### src/rtl/adc_seq_pkg.sv
// adc_seq_pkg: shared types and helpers for the 4-channel ADC interleave sequencer.
//   seq_state_e : sequencer FSM states (StIdle/StRun/StDrain)
//   CH_W/NUM_CH : channel index width and channel count (fixed at 4)
//   next_ch()   : next enabled channel strictly above cur (ascending, wrapping), plus wrap flag
package adc_seq_pkg;

   localparam int CH_W   = 2;
   localparam int NUM_CH = 4;

   typedef enum logic [1:0] {
      StIdle  = 2'd0,
      StRun   = 2'd1,
      StDrain = 2'd2
   } seq_state_e;

   // Returns {wrap, next}. Scanning offsets 1..NUM_CH means the current channel itself is
   // considered last, so a single-channel mask returns cur with wrap set.
   function automatic logic [CH_W:0] next_ch(input logic [CH_W-1:0] cur,
                                             input logic [NUM_CH-1:0] mask);
      logic [CH_W-1:0] idx;
      logic [CH_W-1:0] nxt;
      logic            found;
      nxt   = cur;
      found = 1'b0;
      for (int i = 1; i <= NUM_CH; i++) begin
         idx = cur + CH_W'(i);
         if (!found && mask[idx]) begin
            nxt   = idx;
            found = 1'b1;
         end
      end
      return {(nxt <= cur), nxt};
   endfunction

endpackage

### src/rtl/adc_interleave_seq_if.sv
// adc_interleave_seq_if: control and sample-qualification bundle of the interleave sequencer.
//   enable/ch_mask/dwell            : requests from the controlling side
//   x_adc_select                    : registered 4:1 mux select
//   x_adc_valid/x_adc_ch/frame_done : sample strobe, channel tag, end-of-rotation marker
//   busy                            : sequencer in RUN or DRAIN
//   frame_cnt                       : rotation counter, present only with ADC_SEQ_FRAME_CNT_EN
// modport master = controller/consumer side, modport slave = sequencer side.
interface adc_interleave_seq_if #(
   parameter int unsigned DWELL_W = 8
);
   import adc_seq_pkg::*;

   logic               enable;
   logic [NUM_CH-1:0]  ch_mask;
   logic [DWELL_W-1:0] dwell;
   logic [CH_W-1:0]    x_adc_select;
   logic               x_adc_valid;
   logic [CH_W-1:0]    x_adc_ch;
   logic               frame_done;
   logic               busy;
`ifdef ADC_SEQ_FRAME_CNT_EN
   logic [15:0]        frame_cnt;

   modport master (output enable, ch_mask, dwell,
                   input  x_adc_select, x_adc_valid, x_adc_ch, frame_done, busy, frame_cnt);
   modport slave  (input  enable, ch_mask, dwell,
                   output x_adc_select, x_adc_valid, x_adc_ch, frame_done, busy, frame_cnt);
`else
   modport master (output enable, ch_mask, dwell,
                   input  x_adc_select, x_adc_valid, x_adc_ch, frame_done, busy);
   modport slave  (input  enable, ch_mask, dwell,
                   output x_adc_select, x_adc_valid, x_adc_ch, frame_done, busy);
`endif

endinterface

### src/rtl/adc_ch_rotator.sv
// adc_ch_rotator: combinational next-enabled-channel finder.
//   cur_i  : current channel index
//   mask_i : enabled-channel mask
//   next_o : next enabled channel strictly above cur_i, wrapping 3->0
//   wrap_o : 1 when next_o <= cur_i (rotation restarts)
module adc_ch_rotator
   import adc_seq_pkg::*;
(
   input  logic [CH_W-1:0]   cur_i,
   input  logic [NUM_CH-1:0] mask_i,
   output logic [CH_W-1:0]   next_o,
   output logic              wrap_o
);

   always_comb begin
      {wrap_o, next_o} = next_ch(cur_i, mask_i);
   end

endmodule

### src/rtl/adc_interleave_seq.sv
// adc_interleave_seq: channel sequencer for the 1-cycle-latency 4:1 x_adc mux.
//   clk         : system clock
//   GlobalReset : asynchronous active-low reset
//   bus         : adc_interleave_seq_if slave (enable/ch_mask/dwell in; select, strobes, busy out)
// Optional: define ADC_SEQ_FRAME_CNT_EN to add the 16-bit frame_cnt output.
module adc_interleave_seq
   import adc_seq_pkg::*;
#(
   parameter int unsigned DWELL_W = 8
) (
   input  logic                 clk,
   input  logic                 GlobalReset,
   adc_interleave_seq_if.slave  bus
);

   seq_state_e         state_q, state_d;
   logic [DWELL_W-1:0] cnt_q, cnt_d;
   logic [DWELL_W-1:0] dwell_q, dwell_d;
   logic [CH_W-1:0]    sel_q, sel_d;
   logic               valid_q, valid_d;
   logic [CH_W-1:0]    ch_q, ch_d;
   logic               frame_q, frame_d;
   logic               busy_q, busy_d;
   logic [CH_W-1:0]    rot_cur, rot_next;
   logic               rot_wrap;
`ifdef ADC_SEQ_FRAME_CNT_EN
   logic [15:0]        frame_cnt_q, frame_cnt_d;
`endif

   // From IDLE, searching above channel 3 yields the lowest enabled channel.
   assign rot_cur = (state_q == StIdle) ? CH_W'(NUM_CH - 1) : sel_q;

   adc_ch_rotator u_rotator (
      .cur_i  (rot_cur),
      .mask_i (bus.ch_mask),
      .next_o (rot_next),
      .wrap_o (rot_wrap)
   );

   always_comb begin
      state_d = state_q;
      cnt_d   = cnt_q;
      dwell_d = dwell_q;
      sel_d   = sel_q;
      valid_d = 1'b0;
      ch_d    = ch_q;
      frame_d = 1'b0;
      unique case (state_q)
         StIdle: begin
            if (bus.enable && (bus.ch_mask != '0)) begin
               state_d = StRun;
               sel_d   = rot_next;
               cnt_d   = '0;
               dwell_d = bus.dwell;
            end
         end
         StRun: begin
            if (cnt_q == dwell_q) begin
               valid_d = 1'b1;
               ch_d    = sel_q;
               cnt_d   = '0;
               dwell_d = bus.dwell;
               if (bus.enable && (bus.ch_mask != '0)) begin
                  sel_d   = rot_next;
                  frame_d = rot_wrap;
               end else begin
                  state_d = StDrain;
               end
            end else begin
               cnt_d = cnt_q + DWELL_W'(1);
            end
         end
         StDrain: state_d = StIdle;
         default: state_d = StIdle;
      endcase
      busy_d = (state_d != StIdle);
`ifdef ADC_SEQ_FRAME_CNT_EN
      frame_cnt_d = frame_d ? frame_cnt_q + 16'd1 : frame_cnt_q;
`endif
   end

   always_ff @(posedge clk or negedge GlobalReset) begin
      if (!GlobalReset) begin
         state_q <= StIdle;
         cnt_q   <= '0;
         dwell_q <= '0;
         sel_q   <= '0;
         valid_q <= 1'b0;
         ch_q    <= '0;
         frame_q <= 1'b0;
         busy_q  <= 1'b0;
`ifdef ADC_SEQ_FRAME_CNT_EN
         frame_cnt_q <= '0;
`endif
      end else begin
         state_q <= state_d;
         cnt_q   <= cnt_d;
         dwell_q <= dwell_d;
         sel_q   <= sel_d;
         valid_q <= valid_d;
         ch_q    <= ch_d;
         frame_q <= frame_d;
         busy_q  <= busy_d;
`ifdef ADC_SEQ_FRAME_CNT_EN
         frame_cnt_q <= frame_cnt_d;
`endif
      end
   end

   assign bus.x_adc_select = sel_q;
   assign bus.x_adc_valid  = valid_q;
   assign bus.x_adc_ch     = ch_q;
   assign bus.frame_done   = frame_q;
   assign bus.busy         = busy_q;
`ifdef ADC_SEQ_FRAME_CNT_EN
   assign bus.frame_cnt    = frame_cnt_q;
`endif

endmodule

### src/flat_wrapper.sv
// flat-port wrapper written by rule: the top's interface ports become plain ports
module adc_interleave_seq_flat import adc_seq_pkg::*;
#(
   parameter int unsigned DWELL_W = 8
)
  (clk, GlobalReset, bus_enable, bus_ch_mask, bus_dwell, bus_x_adc_select, bus_x_adc_valid, bus_x_adc_ch, bus_frame_done, bus_busy);
  adc_interleave_seq_if #(.DWELL_W(DWELL_W)) bus_i ();
  input  logic clk;
  input  logic GlobalReset;
  input wire logic [$bits(bus_i.enable)-1:0] bus_enable;
  input wire logic [$bits(bus_i.ch_mask)-1:0] bus_ch_mask;
  input wire logic [$bits(bus_i.dwell)-1:0] bus_dwell;
  output wire logic [$bits(bus_i.x_adc_select)-1:0] bus_x_adc_select;
  output wire logic [$bits(bus_i.x_adc_valid)-1:0] bus_x_adc_valid;
  output wire logic [$bits(bus_i.x_adc_ch)-1:0] bus_x_adc_ch;
  output wire logic [$bits(bus_i.frame_done)-1:0] bus_frame_done;
  output wire logic [$bits(bus_i.busy)-1:0] bus_busy;
  assign bus_i.enable = bus_enable;
  assign bus_i.ch_mask = bus_ch_mask;
  assign bus_i.dwell = bus_dwell;
  assign bus_x_adc_select = bus_i.x_adc_select;
  assign bus_x_adc_valid = bus_i.x_adc_valid;
  assign bus_x_adc_ch = bus_i.x_adc_ch;
  assign bus_frame_done = bus_i.frame_done;
  assign bus_busy = bus_i.busy;
  adc_interleave_seq #(.DWELL_W(DWELL_W)) u_core (.clk(clk), .GlobalReset(GlobalReset), .bus(bus_i));
endmodule
### config.mk
export PLATFORM = sky130hd
export DESIGN_NAME = adc_interleave_seq_flat
export DESIGN_NICKNAME = d
export VERILOG_FILES = /design/src/rtl/adc_seq_pkg.sv /design/src/rtl/adc_interleave_seq_if.sv /design/src/rtl/adc_ch_rotator.sv /design/src/rtl/adc_interleave_seq.sv /design/src/flat_wrapper.sv
export SDC_FILE = /design/constraint.sdc
export NUM_CORES = 1
export LEC_CHECK = 0
export CAP_MARGIN = 10
export CORE_MARGIN = 4
export CORE_UTILIZATION = 32
export CTS_BUF_LIST = sky130_fd_sc_hd__clkbuf_4 sky130_fd_sc_hd__clkbuf_8
export DETAILED_ROUTE_END_ITERATION = 10
export GPL_TIMING_DRIVEN = 1
export PLACE_DENSITY = 0.54
export SKIP_LAST_GASP = 1
export SYNTH_ARGS = -nofsm -noshare
export SYNTH_HDL_FRONTEND = slang
export SYNTH_HIERARCHICAL = 1
export SYNTH_SLANG_ARGS = --single-unit
### constraint.sdc
create_clock -name clk -period 4.6 [get_ports clk]
set_clock_uncertainty 0.15 [all_clocks]
set_input_delay 0.46 -clock clk [delete_from_list [all_inputs] [get_ports clk]]
set_output_delay 0.46 -clock clk [all_outputs]
set_load 0.02 [all_outputs]
== Word level (Yosys, flattened, before mapping) ==
Index checks and enable logic that the tools add are counted.

* Reduce and logical (&&, ||, !) cells: 15
* Multiplexer cells: 34
* Equal/unequal tests: 4
* Add/subtract/negate cells: 4
* Magnitude comparators: 5

{| class="wikitable"
|+ Operators by type and width
! cell !! count
|-
| $mux 8 || 4
|-
| $pmux 8 s2 || 2
|-
| $mux 2 || 10
|-
| $lt 2x3->1 const B || 4
|-
| $mux 1 || 12
|-
| $add 8x1->8 const B || 1
|-
| $bmux 1 s2 || 4
|-
| $eq 8x8->1 || 1
|-
| $pmux 2 s2 || 2
|-
| $reduce_and 2->1 || 3
|-
| $add 2x2->2 const B || 2
|-
| $logic_and 1x1->1 || 4
|-
| $reduce_bool 2->1 || 2
|-
| $reduce_bool 4->1 || 1
|-
| $logic_not 1->1 || 3
|-
| $reduce_and 3->1 || 1
|-
| $add 2x1->2 const B || 1
|-
| $eq 2x1->1 const B || 1
|-
| $le 2x2->1 || 1
|-
| $logic_not 2->1 || 1
|-
| $ne 2x1->1 const B || 1
|-
| $ne 2x2->1 const B || 1
|}

* Register bits: 25
* Word-level logic and storage cells: 70
* Output and inout bits: 7
* Bits of input ports: 15

== Longest topological paths before layout ==
Gate-level depths: netlist of run 1.

* Word-level depth: 19
* Gate-level depth with buffers: 8
* Gate-level depth less buffers: 7

== Cells and area by module ==
The synthesis of run 1 kept the hierarchy.

{| class="wikitable"
|+ By module, submodules not included
! module !! sequential area each (um^2) !! times used !! cells an instance !! area each (um^2)
|-
| adc_interleave_seq || 625.6 || 1 || 100 || 1211.2
|-
| adc_ch_rotator || 0.0 || 1 || 17 || 135.1
|}

== Worst setup path after synthesis of run 1 ==
No wires, ideal clock.

* Kind: register to register
* From: reg u_core.sel_q[1] (netlist: u_core/bus.x_adc_select[1])
* To: reg u_core.frame_q (netlist: u_core/bus.frame_done)
* Path buffers: 1
* Clock period less this slack: 2.004 ns
* Data arrival time: 1.788 ns
* Cell stages (with the launch flop): 9
* Slack: 2.596 ns
* Required time: 4.384 ns
* Library setup time: 0.066 ns
* Cells stage by stage: dfrtp_1 > o21bai_1 > buf_6 > a21o_2 > a31oi_1 > ha_1 > nor2b_1 > o21ai_0 > and3_1

* Cells in the longest elaborated chain, start to end: 18
* Elaborated cells between the ends (all ways): 29
* Classes of those cells: add/sub: 3; order compare: 1; mux: 19; reduce/logical: 6

{| class="wikitable"
|+ Ends and longest elaborated chain
! item !! line !! source
|-
| from (decl) || adc_interleave_seq.sv:19 || <nowiki>logic [CH_W-1:0] sel_q, sel_d;</nowiki>
|-
| from (signal assigned) || adc_interleave_seq.sv:99 || <nowiki>sel_q <= sel_d;</nowiki>
|-
| $mux 2 (*) || adc_interleave_seq.sv:31 || <nowiki>assign rot_cur = (state_q == StIdle) ? CH_W'(NUM_CH - 1) : sel_q;</nowiki>
|-
| via u_core.rot_cur[1] || adc_interleave_seq.sv:24 || <nowiki>logic [CH_W-1:0] rot_cur, rot_next;</nowiki>
|-
| $add 2x1->2 || adc_seq_pkg.sv:26 || <nowiki>idx = cur + CH_W'(i);</nowiki>
|-
| $bmux 1 s2 || adc_seq_pkg.sv:27 || <nowiki>if (!found && mask[idx]) begin</nowiki>
|-
| $mux 1 (implied by the code) || adc_seq_pkg.sv:27 ||
|-
| $mux 1 || adc_seq_pkg.sv:27 ||
|-
| $logic_not 1->1 || adc_seq_pkg.sv:27 ||
|-
| $logic_and 1x1->1 || adc_seq_pkg.sv:27 ||
|-
| (+6 left out) || -- ||
|-
| $mux 2 (*) || adc_seq_pkg.sv:27 ||
|-
| via u_core.rot_next[1] || adc_interleave_seq.sv:24 ||
|-
| $le 2x2->1 (*) || adc_seq_pkg.sv:32 || <nowiki>return {(nxt <= cur), nxt};</nowiki>
|-
| via u_core.rot_wrap || adc_interleave_seq.sv:25 || <nowiki>logic rot_wrap;</nowiki>
|-
| $mux 1 (*) || adc_interleave_seq.sv:63 || <nowiki>if (bus.enable && (bus.ch_mask != '0)) begin</nowiki>
|-
| $mux 1 (*) || adc_interleave_seq.sv:58 || <nowiki>if (cnt_q == dwell_q) begin</nowiki>
|-
| $mux 1 (*) || adc_interleave_seq.sv:48 || <nowiki>unique case (state_q)</nowiki>
|-
| via u_core.frame_d || adc_interleave_seq.sv:22 || <nowiki>logic frame_q, frame_d;</nowiki>
|-
| to (signal assigned) || adc_interleave_seq.sv:102 || <nowiki>frame_q <= frame_d;</nowiki>
|-
| to (decl) || adc_interleave_seq.sv:22 ||
|}

Mark *: on every way through the listed nets, which the timed path passes. The rest lies on a longest branch. The select of a mux whose other input is x is not followed.
A chain may end at the register's enable or synchronous reset.

== Worst setup path after layout of run 1 ==
* From: in bus_ch_mask[1]
* To: reg u_core.dwell_q[1]

* Cells in the longest elaborated chain, start to end: 4

{| class="wikitable"
|+ Ends and longest elaborated chain
! item !! line !! source
|-
| from (decl) || flat_wrapper.sv:11 || <nowiki>input wire logic [$bits(bus_i.ch_mask)-1:0] bus_ch_mask;</nowiki>
|-
| $reduce_bool 4->1 || adc_interleave_seq.sv:50 || <nowiki>if (bus.enable && (bus.ch_mask != '0)) begin</nowiki>
|-
| $logic_and 1x1->1 || adc_interleave_seq.sv:50 ||
|-
| $ne 2x2->1 (no source line) || -- ||
|-
| $reduce_and 3->1 (no source line) || -- ||
|-
| to (signal assigned) || adc_interleave_seq.sv:98 || <nowiki>dwell_q <= dwell_d;</nowiki>
|-
| to (decl) || adc_interleave_seq.sv:18 || <nowiki>logic [DWELL_W-1:0] dwell_q, dwell_d;</nowiki>
|}

No other way between the ends.

==> summary by stage, run 1 <==
Outcome
The flow ran to the end, and the final reports show no timing, DRC or antenna violations.

Timing
The count of final hold-check violations is 0. Static timing analysis puts the maximum clock frequency at 441.7 MHz. Setup violations remaining at the end of the flow were counted as 0. On the final layout, the worst hold slack is 0.3415 ns. The worst path meets setup with about 2.3 ns of slack. Subtracting the final worst setup slack from the clock period gives 2.264 ns.

The slew at the pin with the worst max-slew slack is between 0.5 and 0.6 ns. Setup repair after global routing left no endpoint under its margin. The setup TNS after final layout is 0 ns. The relative max-transition margin is between 60% and 70%. The number of max-slew violations in the final report is 0.

Of the available clock period, the critical path in the final layout requires 49.21%.

GRT
Global routing used roughly a tenth of the available tracks across all layers. The via count of the first global-routing pass is 972. The first global-routing pass estimated 4464 um of wire. The final global-route overflow total is 0. The number of antenna violations at the first check in global routing is 0.

Entering global routing, the biggest net connects 26 pins.

Drt
The ratio of routed vias to standard cells is about 5.1. The first-pass iteration count of the detailed router is 4. After detailed routing, the total wire length is ~2600 um. The count of nets left with antenna violations once routing finished came out at 0.

The remaining design rule violation count is 0. After detailed routing, the average wire length per cell comes to ~14 um. The number of DRC markers in iteration 0 is between 90 and 100. The number of vias after detailed routing is 960.

Die
The floorplan step defined a die boundary enclosing around 5300 um^2. Measured along the y axis, the die boundary spans roughly 73 um. The number of core rows is 23. For this configuration, the core starts out at a cell density of between 30% and 40%.

The top-level I/O count is 22. Measured along the x axis, the die boundary spans approximately 73 um. After floorplanning, the core was sized to cover around 4000 um^2.

Worst setup path
Walking the worst path, the cells encountered are clkdlybuf4s50_1, o41a_1, nor2_1, or2_2, inv_2, nand2_4, mux2_2. The critical register-to-register path startpoint is u_core/state_q[0]$_DFF_PN0_. In this run the worst setup path begins at bus_ch_mask[1]. STA classifies the critical path startpoint as an input port. The endpoint of the most critical register-to-register path is u_core/bus.frame_done$_DFF_PN0_. Across all register-to-register paths, the minimum setup slack is 2.35 ns. The path depth of the worst reg2reg path is 7. The category of the worst setup path capture point is a flip-flop.

The critical path's largest stage delay is between 0.4 and 0.5 ns. The required time at the worst-slack endpoint is 4.60 ns. The combined buffer and inverter count along the critical path is 2.

The highest net fanout along the worst path is 9. The largest delay contributor family on the critical path is buffers and inverters. The critical path's slowest cell is o41a_1. The category of the most critical setup path is input port to flip-flop. The arrival time reported for the critical path endpoint is 2.27 ns.

Pwr
The overall power after layout is between 0.001 and 0.0015 W. The maximum vdd ir drop is roughly 320 uV. For this design the static power due to leakage is about 0.72 nW. Power spread over the standard cell area amounts to about 610 nW/um^2.

Clock tree
The clock reaches the later pin of the worst-skew pair after ~0.27 ns. The cell at the root of the clock tree is clkbuf_8. The number of H-tree levels is 1. The number of gates resized after CTS is 0. In this run the post-CTS setup repair buffer count came out at 0.

CTS saw 25 sinks. The TritonCTS clock tree is done. The number of buffers inserted during clock tree synthesis is 3.

The clock transition at the register clock pins on the worst setup and hold paths after CTS is ~0.09 ns. The deepest clock path buffer count is 2. Buffers inserted to repair hold after CTS numbered 0.

Yosys
The share of the Yosys chip area taken by registers is approximately 46%. Yosys printed 6 warnings. In this run, distinct cell masters in the synthesized netlist total 39. The mapped cell area is ~1300 um^2.

The cell taking the most area after synthesis is dfrtp_1. Counting flops with a built-in enable in the synthesized netlist gives 0. Ranked by instance count, the synthesized netlist is headed by dfrtp_1 (25), nand2_1 (12), mux2_2 (9), xor2_1 (9). After synthesis, the largest area contributor takes up around 46% of total cell area. When the netlist entered floorplanning its net count stood at 135. The top flip-flop cell by instance count after synthesis is dfrtp_1. Yosys attributes the largest share of cell area to dfrtp_1 (46%), mux2_2 (7.5%), xor2_1 (5.9%). The average size of a mapped cell is 11.51 um^2. The synthesized design contains 25 register bits. Yosys instantiated no cell more often than dfrtp_1.

The cell count after synthesis is between 100 and 150. Counting flops with an async set or reset pin after synthesis yields a share of 100.0%.

Worst hold path
The type of the most critical hold path is input port to async pin.

Flow run
The total of max-cap violations is 0.

Finish
The antenna diode instance count is 0. After the last flow step, the layout net total stands at 159. Cells with a size suffix above 1 make up a little under a fifth of the layout. From synthesis to final layout, the design area changed by 23.70%. The core occupancy in the finished layout is 41.34%.

Placed design
The placer's final routability congestion estimate is 0.7324. The total of buffers placed on input and output ports is 21. Detailed placement finished with a half-perimeter wire length of just under 2000 um. Timing analysis after detailed placement gives a worst setup slack of slightly above 2 ns.
## flip-flops by register name, summed over array words and instances, names as in the netlist
register                 cells
u_core/state_q               2
u_core/bus.busy              1
u_core/dwell_q               8
u_core/bus.x_adc_ch          2
u_core/bus.frame_done        1
u_core/cnt_q                 8
u_core/bus.x_adc_valid       1
u_core/bus.x_adc_select      2
## where the power goes
| group | switching, W | internal, W | leakage (nW) |
|---|---|---|---|
| Combinational | 0.000236 | 0.000243 | 0.395 |
| Sequential | 0.0000936 | 0.000308 | 0.308 |
| Clock | 0.0000688 | 0.0000613 | 0.0217 |
## metrics by stage
step	std cells	cell area, um^2
after CTS	189	1638
after global placement	185	1589
final	190	1665
after detailed placement	185	1589
after global routing	190	1665
after floorplan	117	1346
## layout by cell type, fill, tap and decap left out, types with 3 or more instances in the layout
cell and instances:
or2_2 3, nor2_1 4, dfrtp_1 25, o21ai_0 3, mux2_2 9, nand3_1 4
ha_1 3, xor2_1 9, clkdlybuf4s50_1 21, nor3_1 3, nand2_1 12, inv_1 3
clkbuf_8 3
## cells by family (layout without fill, tap and decap cells)
group	Yosys count	after routing	synth area share, %
flops	25	25	46.47
fa+ha+maj	3	3	2.788
xor+xnor	9	9	5.855
mux	14	14	12.08
compound gates	18	18	11.25
simple gates	41	41	18.22
buf+inv	7	30	3.345
## worst max path at each step
stage	to	depth (start not counted)
after CTS	u_core/bus.frame_done$_DFF_PN0_	7
after global routing	u_core/bus.frame_done$_DFF_PN0_	7
final	u_core/dwell_q[1]$_DFFE_PN0P_	7
after floorplan	u_core/bus.frame_done$_DFF_PN0_	8
after detailed placement	u_core/dwell_q[4]$_DFFE_PN0P_	7
after global placement	u_core/dwell_q[6]$_DFFE_PN0P_	7
## layer usage
metal | global-route usage [%] | up-vias | wire (um)
li1 | - | 464 | -
met1 | 14.10 | 469 | 1160
met2 | 17.03 | 25 | 1321
met3 | 3.030 | 2 | 133
met4 | 2.049 | 0 | 10
met5 | 0 | - | 0
## cell type report
| class | count | area [um^2] |
|---|---|---|
| tap | 50 | 62.56 |
| fill | 401 | 2364 |
| timing repair buffer | 22 | 237.7 |
| sequential | 25 | 625.6 |
| multi-input combinational | 85 | 675.6 |
| clock inverter | 1 | 7.507 |
| clock buffer | 3 | 41.29 |
| inverter | 4 | 15.01 |
Power figures use the tool's default switching activity.
==> run 2, diff against run 1 <==
--- a/config.mk
+++ b/config.mk
@@ -11,7 +11,7 @@
 export CTS_BUF_LIST = sky130_fd_sc_hd__clkbuf_4 sky130_fd_sc_hd__clkbuf_8
 export DETAILED_ROUTE_END_ITERATION = 10
 export GPL_TIMING_DRIVEN = 1
-export PLACE_DENSITY = 0.54
+export PLACE_DENSITY = 0.56
 export SKIP_LAST_GASP = 1
 export SYNTH_ARGS = -nofsm -noshare
 export SYNTH_HDL_FRONTEND = slang
==> constraint.sdc (replaced) <==
create_clock -name clk -period 1.9 [get_ports clk]
set_clock_uncertainty 0.15 [all_clocks]
set_input_delay 0.19 -clock clk [delete_from_list [all_inputs] [get_ports clk]]
set_output_delay 0.19 -clock clk [all_outputs]
set_load 0.02 [all_outputs]
==> run 2 against run 1 <==
  * The flow now finishes with violations (setup timing)
  * Combinational power grew to 3.9 times the previous value
  * Total power grew to 3.0 times the previous value
  * Clock-buffer cell count is the same
  * Global-route usage grew 2.3 points
  * Worst hold slack lost 0.22 ns
  * Core utilization grew 8.3 points
  * Via count grew 10%
  * Critical endpoint is now u_core/dwell_q[3]$_DFFE_PN0P_
  * Setup slack lost 2.4 ns
  * Register-to-register slack lost 2.4 ns
  * Cell count grew 18%
==> summary by stage, run 2 (synthesis results as in run 1) <==
Timing
Setup repair after global routing could not meet its margin everywhere. The worst pin sits at a relative slew slack of between 70% and 80%. The number of max-slew violations in the final report is 0. The minimum period implied by the final worst setup slack is 1.964 ns.

The slew at the pin with the worst max-slew slack is about 0.36 ns. The worst hold margin is approximately 0.12 ns. The final critical-path setup slack is -0.06414 ns. The final setup violation count is 15. The maximum operating frequency is around 510 MHz. The count of final hold-check violations is 0.

The post-route fraction of the period consumed by the critical path is 103.4%.

Clock tree
Buffers inserted during clock tree synthesis total 3. The cell at the root of the clock tree is clkbuf_8. The number of H-tree levels is 1.

The clock latency on the worst-skew pair is 0.27 ns. The deepest clock path buffer count is 2. Clock-pin slew was measured on the worst setup and hold paths at around 0.090 ns. Counting every sink on the clock net gives 25.

The TritonCTS clock tree is done.

Drt
After detailed routing, the total wire length is ~3100 um. The remaining design rule violation count is 0. The detailed router placed 1058 vias in this run. The routed wire length per instance is between 10 and 15 um. Before antenna repair, the detailed router went through 2 iterations. The detailed router finished its first iteration with 74 violations. Using the TritonRoute via totals, the vias-per-cell ratio works out to approximately 4.7. The remaining number of nets flagged by the antenna check after routing is 0.

Outcome
The run finished, with violations left. The final reports fail on setup timing.

Pwr
Power spread over the standard cell area amounts to between 1500 and 2000 nW/um^2. The reported leakage power is roughly 0.9 nW. IR analysis of the VDD net gives a maximum drop of around 720 uV. The overall power after layout is 0.003056 W.

Finish
The sequential cell area in the final layout is between 600 and 700 um^2. The final layout contains between 150 and 200 nets. The area occupied by multi-input gates is roughly 760 um^2. The filler-free cell count of the finished design is 224. The largest registers in the layout are u_core/cnt_q (8), u_core/dwell_q (8).

The antenna diode instance count is 0. The library cells used most frequently in the layout, excluding fill and tap cells, are buf_4 (32), dfrtp_1 (24), clkdlybuf4s50_1 (21). The most common library cell in the layout ignoring fill and taps is buf_4.

The synthesis-to-layout area growth is 48.42%. The fill cell instance count of the final layout is 368. Cells with a size suffix above 1 make up between 40% and 50% of the layout.

Die
The core region is between 4000 and 5000 um^2. The top-level I/O count is 22. The number of core rows is 23. The die is roughly 73 um wide. The floorplan step defined a die boundary enclosing roughly 5300 um^2.

In this run the vertical extent of the chip is around 73 um. The effective utilization at floorplan is between 30 and 40%.

Worst setup path
The category of the most critical setup path is flip-flop to flip-flop. Of all nets on the critical path, the largest fanout is 8. The category of the worst setup path capture point is a flip-flop. The worst setup path is launched from a flip-flop. The required time at the worst-slack endpoint is 1.91 ns. The arrival time reported for the critical path endpoint is about 2.0 ns.

Placed design
At the placement stage, the worst setup path has a slack of -0.1911 ns. At the end of routability-driven placement, the weighted congestion stood at ~0.91. Detailed placement ended at an HPWL of around 2200 um.

Once placement completed, the tool counted placed cells totaling approximately 210. The total of buffers placed on input and output ports is 21.

GRT
The total overflow left after global routing is 0. The wire length of the first global-routing pass is around 5400 um. Entering global routing, the biggest net connects 26 pins. The total track usage is 12.85%. The via count of the first global-routing pass is roughly 1200. The number of antenna violations at the first check in global routing is 0.

Flow run
Across the run, the number of max-cap violations was 0.

Worst hold path
The tightest min-delay check is of the input port to async pin type.
-- run 2: cell types whose count changed in the layout (fill, tap and decap cells not counted), sizes merged --
cell / previous run / this run
clkinvlp: 1 / 0
buf: 1 / 35
clkinv: 0 / 1
-- run 2: layout make-up --
class | instances | area share [%]
multi-input combinational | 85 | 38.20
sequential | 25 | 31.37
timing repair buffer | 56 | 24.23
tap | 50 | 3.131
clock buffer | 3 | 2.066
inverter | 4 | 0.7514
clock inverter | 1 | 0.2505
-- run 2: worst paths after layout --
kind / start / to / slack (ns) / depth (start not counted)
setup / recovery: u_core/dwell_q[7]$_DFFE_PN0P_ / u_core/dwell_q[3]$_DFFE_PN0P_ / -0.06 / 5
hold / removal: GlobalReset / u_core/cnt_q[0]$_DFFE_PN0P_ / 0.12 / 2
setup reg to reg: u_core/dwell_q[7]$_DFFE_PN0P_ / u_core/dwell_q[3]$_DFFE_PN0P_ / -0.06 / 5
hold reg to reg: u_core/bus.x_adc_ch[0]$_DFFE_PN0P_ / u_core/bus.x_adc_ch[0]$_DFFE_PN0P_ / 0.38 / 1
max in group asynchronous: GlobalReset / u_core/bus.x_adc_select[1]$_DFFE_PN0P_ / 1.21 / 2
min in group clk: bus_dwell[3] / u_core/dwell_q[3]$_DFFE_PN0P_ / 0.37 / 2
-- run 2: repair_timing --
action	CTS	global route
setup buffers	5	3
pin swaps	6	6
hold buffers	0	0
endpoints found under the setup margin	11	17
resized for setup	10	7
-- run 2: worst max-delay path: stages, from the launching register on --
cell and delay [ns]:
dfrtp_1 0.43, xor2_2 0.20, nor4_4 0.41, a21bo_4 0.27
nand2_8 0.09, mux2_1 0.31
-- run 2: routing by layer --
layer  wire [um]  GRT usage, %
met4          10         1.844
met1        1323         15.80
met3         132         3.444
met5           0             0
met2        1634         22.95
-- run 2: stage by stage --
| stage | setup TNS [ns] | cell area (um^2) | util, % |
|---|---|---|---|
| 2_1_floorplan | -0.03699 | 1348 | - |
| 3_3_place_gp | -1.733 | 1793 | 44.50 |
| 3_5_place_dp | -1.930 | 1793 | 44.50 |
| 4_1_cts | -0.1332 | 1948 | 48.35 |
| 5_1_grt | -1.517 | 1998 | 49.60 |
| 6_report | -0.4113 | 1998 | 49.60 |
-- run 2: power by group --
group	total [W]	switching [W]	internal (W)
clock network	0.000313	0.000166	0.000147
registers	0.000894	0.000146	0.000748
logic	0.00185	0.000818	0.00103
total	0.00306	0.00113	0.00193
==> run 3, diff against run 2 <==
--- a/config.mk
+++ b/config.mk
@@ -7,11 +7,11 @@
 export LEC_CHECK = 0
 export CAP_MARGIN = 10
 export CORE_MARGIN = 4
-export CORE_UTILIZATION = 32
+export CORE_UTILIZATION = 49
 export CTS_BUF_LIST = sky130_fd_sc_hd__clkbuf_4 sky130_fd_sc_hd__clkbuf_8
 export DETAILED_ROUTE_END_ITERATION = 10
 export GPL_TIMING_DRIVEN = 1
-export PLACE_DENSITY = 0.56
+export PLACE_DENSITY = 0.79
 export SKIP_LAST_GASP = 1
 export SYNTH_ARGS = -nofsm -noshare
 export SYNTH_HDL_FRONTEND = slang
==> run 3 against run 2 <==
  * The run still ends with setup timing left
  * Register-to-register slack worse by 0.10 ns
  * Critical endpoint is now u_core/bus.frame_done$_DFF_PN0_
  * Non-clock buffer count down 2
  * Core utilization increased by 29 points
  * Cell count decreased by 9.8%
  * Clock power fell by 20%
  * Die area down 31%
  * Flip-flop and latch count unchanged
  * Worst hold slack got worse by 0.065 ns
  * Critical path depth up 3
  * First-iteration DRC count down 27%
==> summary by stage, run 3 (synthesis results as in run 1) <==
Clock tree
The number of H-tree levels is 1. In this run the deepest clock path goes through 2 buffers. The TritonCTS sink count is 25.

The number of clock buffers added by TritonCTS is 3. The clock latency on the worst-skew pair is 0.32 ns. The tree is rooted in a clkbuf_4. TritonCTS built the clock tree. Buffers inserted to repair hold after CTS numbered 0. The clock transition at the register clock pins on the worst setup and hold paths after CTS is ~0.15 ns.

Timing
The final critical-path setup slack is -0.1680 ns. The final setup violation count is 11. Headroom to the max-slew limit came out at between 70% and 80%. Based on the critical path, the design can be clocked at up to 483.6 MHz. The count of final hold-check violations is 0. Of the available clock period, the critical path in the final layout requires 108.8%. Setup repair after global routing could not meet its margin everywhere.

The number of max-slew violations in the final report was 0. For the finished layout, the period the worst path requires is ~2.1 ns. The setup TNS after final layout is -0.3550 ns. At the pin with the least slew margin, the transition time is about 0.34 ns.

Placed design
The placer's final routability congestion estimate is between 0.6 and 0.7. The placed instance count is 190. Summing all placed instances gives a cell area of ~1800 um^2. The total of buffers placed on input and output ports is 21.

The placed wire-length estimate is about 2300 um.

Worst setup path
The required time at the worst-slack endpoint is 1.98 ns. The arrival time reported for the critical path endpoint is ~2.2 ns. Along the worst path, the maximum fanout reaches 7. The path depth of the worst reg2reg path is 8. On the worst path, the slowest cell contributes a delay of between 0.4 and 0.5 ns.

The path length in cells of the critical path is 8. The critical register-to-register path startpoint is u_core/bus.x_adc_select[1]$_DFFE_PN0P_. The critical path starts at u_core/bus.x_adc_select[1]$_DFFE_PN0P_. The number of buffers and inverters on the critical path is 1. The category of the worst setup path capture point is a flip-flop. The endpoint of the most critical register-to-register path is u_core/bus.frame_done$_DFF_PN0_. The worst setup path is launched from a flip-flop. Among all stages on the critical path, the largest delay is contributed by dfrtp_2. The reg-to-reg setup timing slack is -0.17 ns.

On the critical path the largest part of the delay comes from compound AO/OA/AOI/OAI gates. The critical path goes through o21bai_1, buf_4, mux2i_4, a221oi_2, ha_1, nand2_1, o21ai_1, and3_1. By startpoint and endpoint, the worst setup path is classified as flip-flop to flip-flop. The most critical setup path has its endpoint at u_core/bus.frame_done$_DFF_PN0_.

Pwr
Total power for the finished layout comes to 0.003117 W. Summed over all cells, the static leakage comes to roughly 0.9 nW. IR analysis of the VDD net gives a maximum drop of 1081 uV.

For this design the ratio of total power to cell area is about 1600 nW/um^2.

Die
The height of the die is about 60 um. The effective utilization at floorplan is around 53%. The floorplan step set the die width to approximately 60 um. During I/O placement, the number of pins put on the boundary was 22. The die area is ~3600 um^2. After floorplanning, the core was divided into 18 placement rows. The core area is 2545 um^2.

Outcome
The flow ran to the end, but the final reports show violations. The final reports fail on setup timing.

Finish
The fraction of final layout cells with drive strength greater than 1 is between 40% and 50%. The antenna diode instance count is 0. The largest registers in the layout are u_core/cnt_q (8), u_core/dwell_q (8). For this run, the number of standard cells in the final layout without fillers is between 200 and 250. The library cell used most frequently in the layout, excluding fill and tap cells, is buf_4. The design area is approximately 2000 um^2.

The synthesis-to-layout area growth is 48.88%. At the end of the flow, the number of nets in the layout was between 150 and 200. The top cell types in the final layout, fill and taps aside, are buf_4 (30), dfrtp_1 (22), clkdlybuf4s50_1 (21).

Drt
The total length of routed wires is roughly 3400 um. The detail route stage leaves a number of antenna-violating nets equal to 0. The remaining design rule violation count is 0. Dividing the detail-routed wire length by the instance count gives 16.82 um. The number of vias after detailed routing is ~1200. The number of DRC markers in iteration 0 is 54. Using the TritonRoute via totals, the vias-per-cell ratio works out to 5.748. The first-pass iteration count of the detailed router is 4.

GRT
The number of antenna violations at the first check in global routing is 0. After global routing the overflow that remains totals 0. Global routing used around a fifth of the available tracks across all layers. Entering global routing, the biggest net connects 26 pins.

The wire length of the first global-routing pass is about 5400 um. The via count of the first global-routing pass is ~1200.

Flow run
The total of max-cap violations is 0.

Worst hold path
The type of the most critical hold path is input port to async pin.
run 3: power by group:
group          total (W)  internal [W]  switching [W]
clock           0.000249     0.0000788       0.000170
combinational    0.00191       0.00103       0.000872
sequential      0.000962      0.000750       0.000212
run 3: how the worst min path moves through the flow:
stage	slack [ns]	end	cells after the start	startpoint
after floorplan	-0.26	u_core/bus.busy$_DFF_PN0_	0	GlobalReset
after global placement	0.34	u_core/bus.x_adc_ch[0]$_DFFE_PN0P_	1	u_core/bus.x_adc_ch[0]$_DFFE_PN0P_
after detailed placement	0.35	u_core/bus.x_adc_ch[1]$_DFFE_PN0P_	1	u_core/bus.x_adc_ch[1]$_DFFE_PN0P_
after CTS	0.07	u_core/bus.x_adc_valid$_DFF_PN0_	2	GlobalReset
after global routing	0.08	u_core/bus.x_adc_valid$_DFF_PN0_	2	GlobalReset
final	0.06	u_core/cnt_q[2]$_DFFE_PN0P_	2	GlobalReset
run 3: through the flow:
stage / util (%) / worst slack (ns) / hold WS [ns]
4_1_cts: 73.80 / -0.06510 / 0.07165
3_3_place_gp: 68.88 / -0.1201 / 0.3428
3_5_place_dp: 68.88 / -0.1501 / 0.3507
5_1_grt: 78.76 / -0.2160 / 0.07957
2_1_floorplan: - / -0.03699 / -0.2556
6_report: 78.76 / -0.1680 / 0.05543
run 3: final cells by class:
type / count / area, um^2
clock inverter: 1 / 5.005
clock buffer: 3 / 22.52
timing repair buffer: 54 / 469.2
fill: 147 / 540.5
multi-input combinational: 85 / 825.8
inverter: 4 / 15.01
tap: 30 / 37.54
sequential: 25 / 629.4
run 3: repair_timing:
action / in CTS / in global routing
pin swaps: 5 / 9
endpoints found under the setup margin: 9 / 16
gates resized for setup: 10 / 17
setup buffers: 5 / 3
run 3: worst register-to-register path: stages (launching register included):
cell,delay (ns)
dfrtp_2,0.42
o21bai_1,0.15
buf_4,0.17
mux2i_4,0.20
a221oi_2,0.28
ha_1,0.28
nand2_1,0.08
o21ai_1,0.07
and3_1,0.18
run 3: layer usage:
metal,routed length (um),global-route usage (%)
met1,1450,24.90
met2,1684,34.72
met3,177,3.191
met4,87,8.050
met5,0,0
